## src/rtl/pipe_stage_ctrl_pkg.sv

```systemverilog
// Shared constants for the pipeline sequencing unit.
// Latency: n/a (constants only).
// Backpressure: n/a.
//
// Stage index names for the classic 5-stage arrangement and the default
// pipeline depth / counter width used by pipe_stage_ctrl.
package pipe_stage_ctrl_pkg;

    localparam int STG_IF  = 0;
    localparam int STG_ID  = 1;
    localparam int STG_EXE = 2;
    localparam int STG_MEM = 3;
    localparam int STG_WB  = 4;

    localparam int DEF_STAGES = 5;
    localparam int DEF_CNT_W  = 32;

endpackage

```

## src/rtl/pipe_perf_cnt.sv

```systemverilog
// Four performance counters sharing a common advance qualifier.
// Latency: counts update on the edge after the increment enable is seen.
// Backpressure: none; counters only move when adv is high, and wrap silently.
//
// Ports:
//   clk, rst            core clock, synchronous active-high reset
//   adv                 pipeline advances this cycle (gates every counter)
//   stall_inc/flush_inc/retire_inc  per-counter increment enables
//   cycle_cnt/stall_cnt/flush_cnt/retire_cnt  counter values
module pipe_perf_cnt #(
    parameter int CNT_W = 32
) (
    input  logic             clk,
    input  logic             rst,
    input  logic             adv,
    input  logic             stall_inc,
    input  logic             flush_inc,
    input  logic             retire_inc,
    output logic [CNT_W-1:0] cycle_cnt,
    output logic [CNT_W-1:0] stall_cnt,
    output logic [CNT_W-1:0] flush_cnt,
    output logic [CNT_W-1:0] retire_cnt
);

    localparam logic [CNT_W-1:0] ONE = CNT_W'(1);

    always_ff @(posedge clk) begin
        if (rst) begin
            cycle_cnt  <= '0;
            stall_cnt  <= '0;
            flush_cnt  <= '0;
            retire_cnt <= '0;
        end else if (adv) begin
            cycle_cnt <= cycle_cnt + ONE;
            if (stall_inc)  stall_cnt  <= stall_cnt + ONE;
            if (flush_inc)  flush_cnt  <= flush_cnt + ONE;
            if (retire_inc) retire_cnt <= retire_cnt + ONE;
        end
    end

endmodule

```

## src/rtl/pipe_stage_ctrl.sv

```systemverilog
// Pipeline sequencing: per-stage load/bubble enables, valid tracking, debug step, perf counters.
// Latency: stage_en/stage_rst combinational from requests and valids; stage_valid one edge later.
// Backpressure: a stall freezes stages 0..k and bubbles k+1; debug mode holds everything between steps.
//
// Ports:
//   clk, rst                core clock, synchronous active-high reset
//   debug_en, debug_step    single-step mode and step request (rising edge = one advance)
//   stall_req, flush_req    per-stage requests, ignored for invalid stages
//   stage_en, stage_rst     per-stage register load / bubble-load (rst wins over en)
//   stage_valid             registered per-stage valid bits
//   cycle/stall/flush/retire_cnt  performance counters
module pipe_stage_ctrl
    import pipe_stage_ctrl_pkg::*;
#(
    parameter int STAGES = DEF_STAGES,
    parameter int CNT_W  = DEF_CNT_W
) (
    input  logic              clk,
    input  logic              rst,
    input  logic              debug_en,
    input  logic              debug_step,
    input  logic [STAGES-1:0] stall_req,
    input  logic [STAGES-1:0] flush_req,
    output logic [STAGES-1:0] stage_en,
    output logic [STAGES-1:0] stage_rst,
    output logic [STAGES-1:0] stage_valid,
    output logic [CNT_W-1:0]  cycle_cnt,
    output logic [CNT_W-1:0]  stall_cnt,
    output logic [CNT_W-1:0]  flush_cnt,
    output logic [CNT_W-1:0]  retire_cnt
);

    logic              step_q;
    logic              adv;
    logic [STAGES-1:0] stall_eff;
    logic [STAGES-1:0] flush_eff;
    int                stall_top;   // -1 when no effective stall
    int                flush_top;   // 0 when no effective flush (stage 0 cannot flush)
    logic              stall_win;
    logic              flush_win;
    logic              retire_inc;

    always_comb begin
        adv = ~debug_en | (debug_step & ~step_q);

        stall_eff = stall_req & stage_valid;
        flush_eff = flush_req & stage_valid;
        // The IF stage just takes the redirected PC, so its own flush means nothing.
        flush_eff[STG_IF] = 1'b0;

        stall_top = -1;
        flush_top = 0;
        for (int i = 0; i < STAGES; i++) begin
            if (stall_eff[i]) stall_top = i;
            if (flush_eff[i]) flush_top = i;
        end

        // An older flush makes the stalling instruction wrong-path, so flush wins;
        // otherwise the flushing instruction is frozen and will re-request.
        flush_win = (flush_top > 0) && (flush_top > stall_top);
        stall_win = (stall_top >= 0) && !flush_win;

        stage_en  = '0;
        stage_rst = '0;
        if (rst) begin
            stage_rst = '1;
        end else if (adv) begin
            for (int i = 0; i < STAGES; i++) begin
                if (flush_win) begin
                    stage_en[i]  = 1'b1;
                    stage_rst[i] = (i >= STG_ID) && (i <= flush_top);
                end else if (stall_win) begin
                    stage_en[i]  = (i > stall_top);
                    stage_rst[i] = (i == stall_top + 1);
                end else begin
                    stage_en[i]  = 1'b1;
                end
            end
        end
    end

    assign retire_inc = stage_valid[STAGES-1] & stage_en[STAGES-1];

    // step_q resets high so a step held through reset is not seen as an edge.
    always_ff @(posedge clk) begin
        if (rst) begin
            step_q      <= 1'b1;
            stage_valid <= '0;
        end else begin
            step_q <= debug_step;
            if (adv) begin
                stage_valid[STG_IF] <= 1'b1;
                for (int i = 1; i < STAGES; i++) begin
                    if (stage_rst[i])
                        stage_valid[i] <= 1'b0;
                    else if (stage_en[i])
                        stage_valid[i] <= stage_valid[i-1];
                end
            end
        end
    end

    pipe_perf_cnt #(
        .CNT_W (CNT_W)
    ) u_perf_cnt (
        .clk        (clk),
        .rst        (rst),
        .adv        (adv),
        .stall_inc  (stall_win),
        .flush_inc  (flush_win),
        .retire_inc (retire_inc),
        .cycle_cnt  (cycle_cnt),
        .stall_cnt  (stall_cnt),
        .flush_cnt  (flush_cnt),
        .retire_cnt (retire_cnt)
    );

endmodule

```

## config.mk

```make
export PLATFORM = sky130hd
export DESIGN_NAME = pipe_stage_ctrl
export DESIGN_NICKNAME = d
export VERILOG_FILES = /design/src/rtl/pipe_stage_ctrl_pkg.sv /design/src/rtl/pipe_perf_cnt.sv /design/src/rtl/pipe_stage_ctrl.sv
export SDC_FILE = /design/constraint.sdc
export NUM_CORES = 1
export LEC_CHECK = 0
export BUFFER_PORTS_ARGS = -buffer_cell sky130_fd_sc_hd__buf_2
export CAP_MARGIN = 0
export CORE_AREA = 10 10 125 127
export CTS_BUF_LIST = sky130_fd_sc_hd__clkbuf_16
export DETAILED_ROUTE_END_ITERATION = 10
export DIE_AREA = 0 0 135 137
export GPL_TIMING_DRIVEN = 0
export PLACE_DENSITY = 0.89
export SLEW_MARGIN = 25
export SYNTH_ARGS = -nofsm -noshare
export SYNTH_HDL_FRONTEND = slang
export SYNTH_SLANG_ARGS = --single-unit
```

## constraint.sdc

```tcl
create_clock -name clk -period 3.51 [get_ports clk]
set_input_delay 0.1755 -clock clk [delete_from_list [all_inputs] [get_ports clk]]
set_output_delay 0.1755 -clock clk [all_outputs]
set_load 0.1 [all_outputs]
```

[Word-level counts from Yosys, hierarchy flattened]
Cells that the tools add are included.
Word-level totals
  output and inout bits: 143
  input port bits: 14
  register bits after elaboration: 134
  logic and storage cells: 94
Operators by class
  equal/unequal tests: 4
  order comparisons: 12
  $add $sub $neg: 5
  bitwise operators: 7
  mux-type cells: 41
  reduce and logical (&&, ||, !) cells: 15
Operators by type and width (count)
  $mux W32: 7
  $add A32 B1 Y32 const B: 4
  $eq A3 B32 Y1 const A: 2
  $gt A3 B32 Y1 const A: 2
  $le A3 B32 Y1 const A: 2
  $add A32 B2 Y32 const B: 1
  $eq A2 B32 Y1 const A: 1
  $eq A4 B32 Y1 const A: 1
  $ge A32 B1 Y1 const B: 1
  $gt A1 B32 Y1 const A: 1
  $gt A2 B32 Y1 const A: 1
  $gt A32 B1 Y1 const B: 1
  $gt A32 B32 Y1: 1
  $gt A4 B32 Y1 const A: 1
  $le A2 B32 Y1 const A: 1
  $le A4 B32 Y1 const A: 1
  $logic_not A32 Y1: 1
  $mux W1: 29
  $mux W5: 4
  $reduce_and A2 Y1: 7
  $and A5 B5 Y5: 2
  $reduce_bool A2 Y1: 4
  $and A1 B1 Y1: 2
  $logic_and A1 B1 Y1: 2
  other kinds (4): 5

[Logic depth before layout (Yosys ltp)]
Gate-level depths: netlist (run 1).
  depth after elaboration: 16
  mapped depth: 13
  mapped depth without buffers: 10

[Cells and area by module]
A second synthesis (run 1) with hierarchy kept.
Unflattened totals
  cells, all modules: 829
  area, all modules: 6925.4 µm²
Modules (own cells, without submodules)
  pipe_perf_cnt: area an instance 6120.9 µm², cells each 718, times used 1, sequential area each 2562.5 µm²
  pipe_stage_ctrl: area an instance 804.5 µm², cells each 111, times used 1, sequential area each 120.1 µm²

[Worst setup path after synthesis (run 1)]
OpenSTA, ideal clock, no wires.
  path kind: flip-flop to output port
  from: register stage_valid[2]
  to: output stage_rst[0]
  path buffers: 1
  cell stages (with the launch flop): 11
  arrival time: 5.573 ns
  setup slack: -2.239 ns
  cells stage by stage: dfxtp_1 > a222oi_1 > nand2_1 > clkinv_2 > buf_4 > ha_1 > or4b_2 > a2111oi_0 > o211a_1 > inv_1 > o21ai_0
On the way
  word-level cells in the longest chain between the ends: 12
  elaborated cells between the ends (all ways): 20
  those cells by class: 1 x add/sub; 3 x order compare; 10 x mux; 2 x bitwise; 4 x reduce/logical
RTL lines
  from (decl): RTL line pipe_stage_ctrl.sv:26  | output logic [STAGES-1:0] stage_valid,
  from (signal, indexed assignment): RTL line pipe_stage_ctrl.sv:97  | stage_valid[i] <= stage_valid[i-1];
  branches (longest 9 deep; another with $add A32 B2 Y32)
  $mux W1 *: RTL line pipe_stage_ctrl.sv:69  | if (flush_win) begin
  $mux W5 *: RTL line pipe_stage_ctrl.sv:67  | end else if (adv) begin
  $mux W5 *: RTL line pipe_stage_ctrl.sv:65  | if (rst) begin
  to (decl): RTL line pipe_stage_ctrl.sv:25  | output logic [STAGES-1:0] stage_rst,
Mark *: on every way between the ends.

[Worst setup path after layout (run 1)]
Same ends and word-level chain as after synthesis.

==> summary.txt, run 1 <==
Status
  – Run status: finished, final reports clean

Routing
  – First-pass DRT Iterations: 5
  – DRT antenna net count: 0
  – Via density per instance: 6.19
  – DR iter-0 viols: 729
  – Total Wirelength: 22.1 mm
  – DRC: 0
  – Met2 wire len: 10.3 mm
  – Wire length on met1: 8.94 mm
  – Met3 WL: roughly 2.3 mm
  – DR vias: 7725
  – Uppermost routed layer: met4
  – Wire per inst: ~18 µm

Global route
  – Largest net degree at the start of global routing: 20
  – Antenna violations before repair: 2
  – Overall Global Routing Usage: 22.8%
  – Vias in the first global route: 7152
  – GRT overflow: 0
  – First-pass GRT wire length: roughly 35 mm

Critical path
  – Startpoint types: flop
  – Critical path fanouts, max: 7
  – Required time of the critical path: roughly 3.3 ns
  – WS Path Type: reg -> out
  – Worst reg-to-reg setup slack: 0.33 ns
  – Worst Path Arrival: 3.27 ns
  – CP Capture Type: output pin

Synth
  – Synth area leaders: dfxtp_1, a21oi_1, nand4_1
  – Area leader, netlist: dfxtp_1
  – Synthesized flop and latch total: roughly 130
  – Post-synthesis sequential area ratio: 37.8%
  – Async SR Flop Fraction: 0%
  – Yosys cell types: 63
  – Synth warnings: 0
  – Mapped Area: 7090 µm²
  – Gate count after technology mapping: 880
  – EDFF count, synth: 0
  – Synthesized Nets: 905
  – Synthesized area per cell: 8.06 µm²
  – Synth top area share: 37.8%
  – Synth Flop Type: dfxtp_1

Cells and area
  – Layout cells sized above 1: between 20% and 30%
  – Area Overhead vs Synth: 25.1%
  – Non-Filler Instances: around 1200
  – Final nets: 1083

Placed design
  – HPWL after DPL: 16.0 mm
  – Placed Cells: 1211
  – GPL Wtd Cong: 0.939
  – Port Buffer Count: 155

CTS
  – CTS buffer count: 17
  – Reg clk slew, reported paths: 0.06 ns
  – Worst skew pair latency: about 0.43 ns
  – Clock Tree Root: clkbuf_16
  – Sink Count: roughly 130
  – CTS tree: done
  – Worst-case clock buffer depth: 2
  – H-tree depth: 4

Worst hold path
  – HP Class: in -> reg

Pwr
  – Sequential power share: 43.3%
  – Clock share of power: 48.7%
  – Net Sw Power: 0.000923 W
  – Comb pwr share: 8.0%
  – Cell Int Power: 0.00263 W
  – PwrDens: 400 nW/µm²
  – Sw Ratio: a little over a quarter
  – Leakage Power: 3.35 nW
  – Worst vdd ir: 0.290 mV

Floorplanning
  – Core area: between 10000 and 15000 µm²
  – Die span in x: 135 µm
  – Die height: 137 µm
  – # IOs: between 150 and 200
  – Cell row count: 42
  – Starting Density: between 50% and 60%
  – Die footprint: 18500 µm²

Timing
  – Least-Margin Pin Slew: 0.832 ns
  – Hold_ws: 0.156 ns
  – Final Max Slew Viols: 0
  – Relative slew slack: 44.2%
  – Final setup viols: 0
  – Final Skew: 0.00827 ns
  – Tcrit/Tclk final: 98.1%
  – Minimum clock period: 3.44 ns
  – Max Clock Freq: 0.290 GHz
  – Final hold violations: 0

Job
  – Max Cap Violations: 0
path summary, 6_finish.rpt:
kind,startpoint,to,depth (start not counted)
setup / recovery,stage_valid[2]$_SDFFE_PP0P_,stage_rst[0],11
hold / removal,rst,stage_valid[4]$_SDFFE_PP0P_,4
setup reg to reg,stage_valid[0]$_SDFFE_PP0P_,u_perf_cnt.retire_cnt[7]$_SDFFE_PP0P_,10
hold reg to reg,u_perf_cnt.flush_cnt[1]$_SDFFE_PP0P_,u_perf_cnt.flush_cnt[1]$_SDFFE_PP0P_,2
per-stage QoR:
step | util (%) | setup TNS, ns | setup slack [ns] | power [W] | instance area [µm²]
CTS | 67.4 | 0 | 0.00488 | 0.00354 | 8820
global route | 67.8 | -0.0314 | -0.0185 | 0.00364 | 8870
detailed placement | 62.4 | -1.67 | -0.406 | 0.00182 | 8160
global placement | 62.4 | -1.53 | -0.400 | 0.00182 | 8160
finish | 67.8 | 0 | 0.0651 | 0.00355 | 8870
floorplan | - | -0.103 | -0.0726 | 0.00176 | 7170
power groups by stage:
stage / Sequential, W / Combinational (W) / Clock [W]
detailed placement: 0.00157 / 0.000257 / 0
finish: 0.00154 / 0.000284 / 0.00173
CTS: 0.00154 / 0.000275 / 0.00173
global route: 0.00154 / 0.000301 / 0.00180
global placement: 0.00157 / 0.000254 / 0
floorplan: 0.00161 / 0.000151 / 0
placed cells by master, fill, tap and decap left out, types with 5 or more instances in the layout:
cell type	instances
buf_2	155
dfxtp_1	129
a21oi_1	84
nand2_1	62
nor2_1	60
o21ai_0	48
nand4_1	42
or3_1	42
nand3_1	41
clkbuf_1	38
or4_1	29
xnor2_1	28
inv_1	26
o31ai_1	26
nor4_1	19
and3_1	18
clkbuf_16	17
nor3_1	13
and4_1	12
and2_1	11
nor2b_1	11
o2111ai_1	11
mux2_2	9
ha_1	9
buf_4	8
xor2_1	5
a31o_2	5
o21a_1	5
dfxtp_4	5
worst max-delay path: stages, from the launching register on:
cell and delay, ns:
dfxtp_4 0.36, a222oi_1 0.32, buf_4 0.21, buf_6 0.11, nand2_2 0.06, ha_4 0.25
or4b_4 0.47, a2111oi_4 0.33, o211a_1 0.28, inv_2 0.06, o21ai_4 0.19, buf_12 0.20
state kept, by name, indices dropped and copies added (netlist names):
name and count:
u_perf_cnt.retire_cnt 32, step_q 1, u_perf_cnt.cycle_cnt 32, u_perf_cnt.flush_cnt 32, u_perf_cnt.stall_cnt 32, stage_valid 5
synth_stat cells, types with 6 or more instances:
library cell and count:
o21ai_0 51, ha_1 11, nor3_1 13, or4_1 29, inv_1 26, nor4_1 19
nand2_1 64, clkbuf_1 41, nand3_1 41, a21oi_1 87, dfxtp_1 134, xnor2_1 28
nor2b_1 11, and2_1 11, buf_1 6, o21a_1 6, nand4_1 42, and3_1 18
o2111ai_1 11, or3_1 42, nor2_1 63, mux2_2 9, and4_1 12, o31ai_1 26
layout make-up:
class / count / area (µm²)
inverter: 27 / 104
fill: 1079 / 4210
buffer: 51 / 221
antenna: 1 / 2.50
timing repair buffer: 163 / 875
clock inverter: 15 / 136
multi-input combinational: 664 / 4190
sequential: 134 / 2700
clock buffer: 17 / 425
tap: 176 / 220
layer usage:
layer / up-vias / track usage (%)
met2: 363 / 36.5
met4: 0 / 9.63
met3: 59 / 7.44
met5: - / 0
li1: 3682 / -
met1: 3621 / 27.7
cell families (layout without fill, tap and decap cells):
group / count (synthesis) / after routing / share of synthesized area, %
other cells: 0 / 1 / 0
simple gates: 381 / 381 / 29.4
flops: 134 / 134 / 37.8
mux: 10 / 10 / 1.57
buf+inv: 82 / 273 / 4.71
fa+ha+maj: 11 / 11 / 1.94
xor+xnor: 33 / 33 / 4.08
compound gates: 229 / 229 / 20.4
timing repair:
item	4_1_cts	5_1_grt
endpoints found under the setup margin	15	8
endpoints found under the hold margin	1	0
setup buffers	4	3
pin swaps	4	7
hold buffers	1	0
resized for setup	20	13
Note: power is estimated with default switching activity, not from simulation.
==> inputs of run 2 (changes only) <==
--- a/config.mk
+++ b/config.mk
@@ -5,14 +5,16 @@
 export SDC_FILE = /design/constraint.sdc
 export NUM_CORES = 1
 export LEC_CHECK = 0
+export ABC_AREA = 1
 export BUFFER_PORTS_ARGS = -buffer_cell sky130_fd_sc_hd__buf_2
 export CAP_MARGIN = 0
-export CORE_AREA = 10 10 125 127
+export CORE_AREA = 10 10 132 134
 export CTS_BUF_LIST = sky130_fd_sc_hd__clkbuf_16
 export DETAILED_ROUTE_END_ITERATION = 10
-export DIE_AREA = 0 0 135 137
+export DIE_AREA = 0 0 142 144
 export GPL_TIMING_DRIVEN = 0
-export PLACE_DENSITY = 0.89
+export PLACE_DENSITY = 0.88
+export REMOVE_ABC_BUFFERS = 1
 export SLEW_MARGIN = 25
 export SYNTH_ARGS = -nofsm -noshare
 export SYNTH_HDL_FRONTEND = slang
==> run 2 against run 1 <==
Compared with the run above:
- die area rose by 11%
- non-clock buffer count fell by 51
- global-route usage rose by 0.51 points
- clock-buffer cell count did not move
- utilization fell by 3.4 points
- critical path depth rose by 7
- largest cell class unchanged
- final area rose by 7.9%
==> summary.txt, run 2 <==
Routing
  – First-pass DRT Iterations: 5 (unchanged)
  – DRT antenna net count: 0 (unchanged)
  – Wire per inst: 15.3 µm (-13%)
  – Via density per instance: 5.51 (-11%)
  – DRC: 0 (unchanged)
  – DR vias: 8805 (+14%)
  – DR iter-0 viols: 893 (+22%)
  – Total Wirelength: 24.4 mm (+11%)

CTS
  – Clock Tree Root: clkbuf_16
  – CTS buffer count: 17 (unchanged)
  – H-tree depth: 4 (unchanged)
  – CTS tree: done
  – Worst skew pair latency: 0.42 ns (about the same)
  – Sink Count: 134 (unchanged)
  – Reg clk slew, reported paths: 0.06 ns (about the same)
  – Worst-case clock buffer depth: 2 (unchanged)

Placed design
  – Port Buffer Count: 155 (unchanged)
  – Pre-CTS setup slack: -0.344 ns (+0.0612 ns)
  – HPWL after DPL: 17.7 mm (+10%)
  – GPL Wtd Cong: 0.929 (-1.1%)

Floorplanning
  – Starting Density: 54.5% (+0.31 points)
  – Core area: 14900 µm² (+14%)
  – Die height: 144 µm (+5.1%)
  – Cell row count: 45 (+7.1%)
  – Die span in x: 142 µm (+5.2%)
  – Die footprint: 20400 µm² (+11%)
  – # IOs: 157 (unchanged)

Synth
  – Synthesized flop and latch total: 134 (unchanged)
  – Area leader, netlist: dfxtp_1
  – Synthesized area per cell: 6.48 µm² (-20%)
  – Synth Flop Type: dfxtp_1
  – EDFF count, synth: 0 (unchanged)
  – Commonest cells in the netlist: nand2_1, nor2_1, dfxtp_1, inv_1, a21oi_1
  – Yosys cell types: 39 (-38%)
  – Synth top area share: 33.1% (-4.7 points)
  – Async SR Flop Fraction: 0% (unchanged)
  – Synth warnings: 0 (unchanged)
  – Mapped Area: 8100 µm² (+14%)
  – Gate count after technology mapping: 1251 (+42%)
  – Synth area leaders: dfxtp_1, nand2_1, a21oi_1
  – Most common cell in the netlist: nand2_1
  – Post-synthesis sequential area ratio: 33.1% (-4.7 points)

Global route
  – Overall Global Routing Usage: 23.3% (+0.51 points)
  – First-pass GRT wire length: 39.8 mm (+14%)
  – Vias in the first global route: 8330 (+16%)
  – Met1 usage: 28.4% (+0.76 points)
  – Largest net degree at the start of global routing: 54 (+170%)
  – Met3 Use GR: 6.56% (-0.88 points)
  – Antenna violations before repair: 2 (unchanged)
  – Met2 usage: 38.5% (+2.1 points)
  – GRT overflow: 0 (unchanged)
  – GR peak layer: met2

Cells and area
  – Commonest non-fill, non-tap cell in the layout: nand2_1
  – Final nets: 1425 (+32%)
  – Layout fillers: 1359 (+26%)
  – Commonest non-fill, non-tap cells in the layout: nand2_1, buf_2, nor2_1
  – Area Overhead vs Synth: 18.2%
  – Ant diodes: 0 (-1)
  – Layout cells sized above 1: 15.7% (-7.5 points)
  – Post-layout util: 64.4% (-3.4 points)

Timing
  – Setup WS post-layout: 0.250 ns (+0.185 ns)
  – Final Skew: 0.00745 ns (-0.000826 ns)
  – Final setup viols: 0 (unchanged)
  – RSZ-0062 raised after global routing: false
  – Final hold violations: 0 (unchanged)
  – Tcrit/Tclk final: 92.9% (-5.3 points)
  – Least-Margin Pin Slew: 0.912 ns (+0.0797 ns)
  – Hold_ws: 0.215 ns (+0.0585 ns)
  – Max Clock Freq: 0.307 GHz (+5.7%)
  – Minimum clock period: 3.26 ns (-0.185 ns)
  – Relative slew slack: 39.2% (-5.0 points)
  – Final Max Slew Viols: 0 (unchanged)

Critical path
  – Startpoint types: flop
  – Critical path fanouts, max: 16 (+9)
  – Buffer and inverter count on the worst path: 4 (unchanged)
  – Worst stage delay on the critical path: 0.41 ns (-0.06 ns)
  – Slowest cell on crit path: dfxtp_1
  – Worst reg-to-reg setup slack: 0.53 ns (+0.20 ns)
  – CP dominant cell by count: nand2_1
  – Worst Path Arrival: 3.08 ns (-0.19 ns)
  – CP Capture Type: output pin
  – CP delay by family, top: simple AND/OR/NAND/NOR gates
  – Critical path cell sequence: nand2_1, nand2_2, inv_1, a21oi_2, inv_2, ha_1, nand2_1, nand2_1, nand2_1, nand2_1, nand2_1, nand2_4, nand2_8, nand3_4, inv_12, nand3_1, nand3_1, buf_8
  – WS Path Type: reg -> out
  – Required time of the critical path: 3.33 ns (about the same)

Status
  – Run status: finished, final reports clean

Pwr
  – Worst vdd ir: 0.342 mV (+18%)
  – PwrDens: 403 nW/µm² (+0.81%)
  – Total power: 0.00386 W (+8.8%)
  – Leakage Power: 4.07 nW (+22%)

Job
  – Max Cap Violations: 0 (unchanged)

Worst hold path
  – HP Class: in -> reg
run 2: worst paths after layout:
path,start,to,cells past startpoint
setup / recovery,stage_valid[2]$_SDFFE_PP0P_,stage_rst[1],18
hold / removal,rst,u_perf_cnt.flush_cnt[21]$_SDFFE_PP0P_,2
setup reg to reg,stage_valid[2]$_SDFFE_PP0P_,u_perf_cnt.retire_cnt[1]$_SDFFE_PP0P_,17
hold reg to reg,u_perf_cnt.flush_cnt[30]$_SDFFE_PP0P_,u_perf_cnt.flush_cnt[30]$_SDFFE_PP0P_,2
run 2: repair_timing:
action | CTS | global route
resized for setup | 7 | 7
setup buffers | 3 | 2
gates cloned | 2 | 1
hold endpoints to repair | 1 | 0
endpoints found under the setup margin | 3 | 7
pin swaps | 1 | 0
hold buffers | 1 | 0
run 2: area by class of cell:
class	count	area (µm²)	area share (%)
timing repair buffer	163	888	9.28
timing repair inverter	1	8.76	0.0915
sequential	134	2680	28.0
multi-input combinational	963	4790	50.1
inverter	120	465	4.86
tap	188	235	2.46
clock inverter	11	72.6	0.758
clock buffer	17	425	4.44
run 2: through the flow:
stage | cell area, µm² | cells | TNS, ns
after floorplan | 7910 | 1215 | -5.11
after global placement | 8920 | 1558 | -1.61
after detailed placement | 8970 | 1560 | -0.497
after CTS | 9540 | 1594 | 0
after global routing | 9570 | 1597 | 0
final | 9570 | 1597 | 0
run 2: cells by family after synthesis:
kind of cell / synth area share [%]
AO/OA/AOI/OAI: 9.68
XOR/XNOR: 8.11
adder cells (fa/ha/maj): 1.70
buffers and inverters: 7.97
flip-flops: 33.1
AND/OR/NAND/NOR: 39.4
run 2: routing by layer:
metal | routed length [µm] | vias to the layer above
met5 | 27 | -
met4 | 482 | 4
met3 | 2200 | 50
met2 | 11500 | 376
met1 | 10300 | 4044
li1 | - | 4331
run 2: where the power goes:
| part | internal [W] | leakage (nW) | switching [W] | total [W] |
|---|---|---|---|---|
| clock | 0.000933 | 0.248 | 0.000640 | 0.00157 |
| combinational | 0.000148 | 2.74 | 0.000571 | 0.000719 |
| sequential | 0.00154 | 1.08 | 0.0000268 | 0.00157 |
==> inputs of run 3 (changes only) <==
--- a/config.mk
+++ b/config.mk
@@ -8,10 +8,10 @@
 export ABC_AREA = 1
 export BUFFER_PORTS_ARGS = -buffer_cell sky130_fd_sc_hd__buf_2
 export CAP_MARGIN = 0
-export CORE_AREA = 10 10 132 134
+export CORE_AREA = 10 10 113 156
 export CTS_BUF_LIST = sky130_fd_sc_hd__clkbuf_16
 export DETAILED_ROUTE_END_ITERATION = 10
-export DIE_AREA = 0 0 142 144
+export DIE_AREA = 0 0 123 166
 export GPL_TIMING_DRIVEN = 0
 export PLACE_DENSITY = 0.88
 export REMOVE_ABC_BUFFERS = 1
==> run 3 against run 2 <==
Compared with the run above:
- final area hardly changed
- register-to-register slack hardly changed
- total power up 1.8%
- clock skew is 0.0040 ns higher
- combinational power shrank 2%
- worst setup slack hardly changed
- sequential share of layout area about the same
- critical endpoint is now stage_rst[2]
- utilization up 0.32 points
==> summary.txt, run 3 (synthesized netlist as in run 2, its figures left out) <==
Status
  – Run status: finished, final reports clean

CTS
  – CTS buffer count: 17 (unchanged)
  – Clock Tree Root: clkbuf_16
  – Worst skew pair latency: 0.41 ns (about the same)
  – CTS tree: done
  – Worst-case clock buffer depth: 2 (unchanged)
  – Reg clk slew, reported paths: 0.06 ns (about the same)
  – Sink Count: 134 (unchanged)
  – H-tree depth: 4 (unchanged)

Placed design
  – Port Buffer Count: 155 (unchanged)
  – Pre-CTS setup slack: -0.171 ns (+0.174 ns)
  – GPL Wtd Cong: 0.965 (+3.8%)
  – HPWL after DPL: 17.0 mm (-3.6%)
  – Area after DPL: 8950 µm² (-0.25%)

Pwr
  – PwrDens: 411 nW/µm² (+1.9%)
  – Cell Int Power: 0.00264 W (+0.74%)
  – Leakage Power: 4.05 nW (-0.54%)
  – Clock share of power: 42.3% (+1.6 points)
  – Sw Ratio: 32.8% (+0.73 points)
  – Sequential power share: 39.8% (-0.8 points)
  – Comb pwr share: 17.9% (-0.7 points)
  – Net Sw Power: 0.00129 W (+4.2%)
  – Worst vdd ir: 0.306 mV (-10%)

Cells and area
  – Layout fillers: 1354 (-0.37%)
  – Footprint of the multi-input gates: 4790 µm² (unchanged)
  – Post-route cell area: 9570 µm² (about the same)
  – Register Area: 2680 µm² (about the same)
  – Commonest non-fill, non-tap cell in the layout: nand2_1
  – Ant diodes: 0 (unchanged)
  – Layout cells sized above 1: 15.9% (+0.25 points)
  – Commonest non-fill, non-tap cells in the layout: nand2_1, buf_2, nor2_1
  – Area Overhead vs Synth: 18.1% (about the same)
  – Post-layout util: 64.7% (+0.32 points)
  – Final nets: 1420 (-0.35%)

Floorplanning
  – # IOs: 157 (unchanged)
  – Die span in x: 123 µm (-13%)
  – Starting Density: 54.8% (+0.28 points)
  – Cell row count: 53 (+18%)
  – Die height: 166 µm (+15%)
  – Die footprint: 20400 µm² (-0.15%)
  – Core area: 14800 µm² (-0.51%)

Routing
  – DRT antenna net count: 0 (unchanged)
  – Via density per instance: 5.46 (-0.93%)
  – Wire per inst: 15.0 µm (-2.1%)
  – DRC: 0 (unchanged)
  – DR iter-0 viols: 701 (-22%)
  – Total Wirelength: 23.9 mm (-2.1%)
  – DR vias: 8729 (-0.86%)
  – First-pass DRT Iterations: 6 (+1)

Global route
  – Largest net degree at the start of global routing: 55 (+1.9%)
  – First-pass GRT wire length: 39.5 mm (-0.68%)
  – Antenna violations before repair: 0 (-2)
  – Vias in the first global route: 8414 (+1.0%)
  – GRT overflow: 0 (unchanged)
  – Overall Global Routing Usage: 23.1% (-0.26 points)

Critical path
  – Worst Path Arrival: 3.08 ns (about the same)
  – WS Path Type: reg -> out
  – Required time of the critical path: 3.33 ns (about the same)
  – Startpoint types: flop
  – CP Capture Type: output pin
  – Critical path fanouts, max: 9 (-7)

Job
  – Max Cap Violations: 0 (unchanged)

Timing
  – Hold_ws: 0.221 ns (+0.00650 ns)
  – Final setup viols: 0 (unchanged)
  – Relative slew slack: 38.2% (-0.91 points)
  – Least-Margin Pin Slew: 0.925 ns (+0.0137 ns)
  – Final hold violations: 0 (unchanged)
  – Minimum clock period: 3.26 ns (-0.000409 ns)
  – Setup WS post-layout: 0.251 ns (+0.000409 ns)
  – TNS Setup: 0 ns (unchanged)
  – Final Skew: 0.0115 ns (+0.00403 ns)
  – Tcrit/Tclk final: 92.9% (about the same)
  – RSZ-0062 raised after global routing: false
  – Final Max Slew Viols: 0 (unchanged)
  – Max Clock Freq: 0.307 GHz (about the same)

Worst hold path
  – HP Class: in -> reg
run 3: what timing repair did:
item / CTS / global route
setup endpoints to repair: 3 / 7
endpoints found under the hold margin: 1 / 0
hold buffers: 1 / 0
gates cloned: 2 / 0
setup buffers: 2 / 0
pin swaps: 1 / 0
gates resized for setup: 7 / 10
run 3: critical path, stage by stage (launching register included):
cell	delay, ns
dfxtp_1	0.42
nand2_1	0.11
nand2_2	0.14
inv_1	0.08
a21oi_2	0.20
inv_2	0.07
ha_1	0.29
nand2_1	0.07
nand2_1	0.04
nand2_1	0.05
nand2_1	0.04
nand2_1	0.10
nand2_4	0.08
nand2_8	0.14
nand3_4	0.15
o21ai_0	0.38
buf_6	0.29
run 3: per-stage QoR:
stage	power, W	instances
2_1_floorplan	0.00211	1215
3_3_place_gp	0.00225	1562
3_5_place_dp	0.00226	1563
4_1_cts	0.00394	1598
5_1_grt	0.00406	1598
6_report	0.00393	1598
run 3: power by group through the flow:
stage | Sequential, W | Combinational (W) | Clock [W]
floorplan | 0.00173 | 0.000383 | 0
global placement | 0.00160 | 0.000648 | 0
detailed placement | 0.00160 | 0.000660 | 0
CTS | 0.00156 | 0.000694 | 0.00168
global route | 0.00157 | 0.000755 | 0.00173
finish | 0.00157 | 0.000704 | 0.00166
run 3: layout make-up:
class	count	share of cell area, %
Clock inverter	13	1.18
Sequential cell	134	28.0
Multi-Input combinational cell	963	50.1
Inverter	120	4.86
Tap cell	192	2.51
Clock buffer	17	4.44
Timing Repair Buffer	159	8.89
run 3: final timing paths:
kind / start / depth (start not counted) / to / slack (ns)
worst max-delay path: stage_valid[2]$_SDFFE_PP0P_ / 16 / stage_rst[2] / 0.25
worst min-delay path: rst / 2 / u_perf_cnt.flush_cnt[11]$_SDFFE_PP0P_ / 0.22
worst max register to register: stage_valid[2]$_SDFFE_PP0P_ / 18 / u_perf_cnt.retire_cnt[3]$_SDFFE_PP0P_ / 0.52
worst min register to register: stage_valid[0]$_SDFFE_PP0P_ / 2 / stage_valid[0]$_SDFFE_PP0P_ / 0.49
run 3: per-layer routing:
| metal | share of wire, % | global-route usage, % | up-vias |
|---|---|---|---|
| li1 | - | - | 4327 |
| met1 | 39 | 25.9 | 3987 |
| met2 | 50 | 40.2 | 350 |
| met3 | 7.7 | 5.75 | 65 |
| met4 | 2.8 | 9.40 | 0 |
| met5 | 0 | 0 | - |
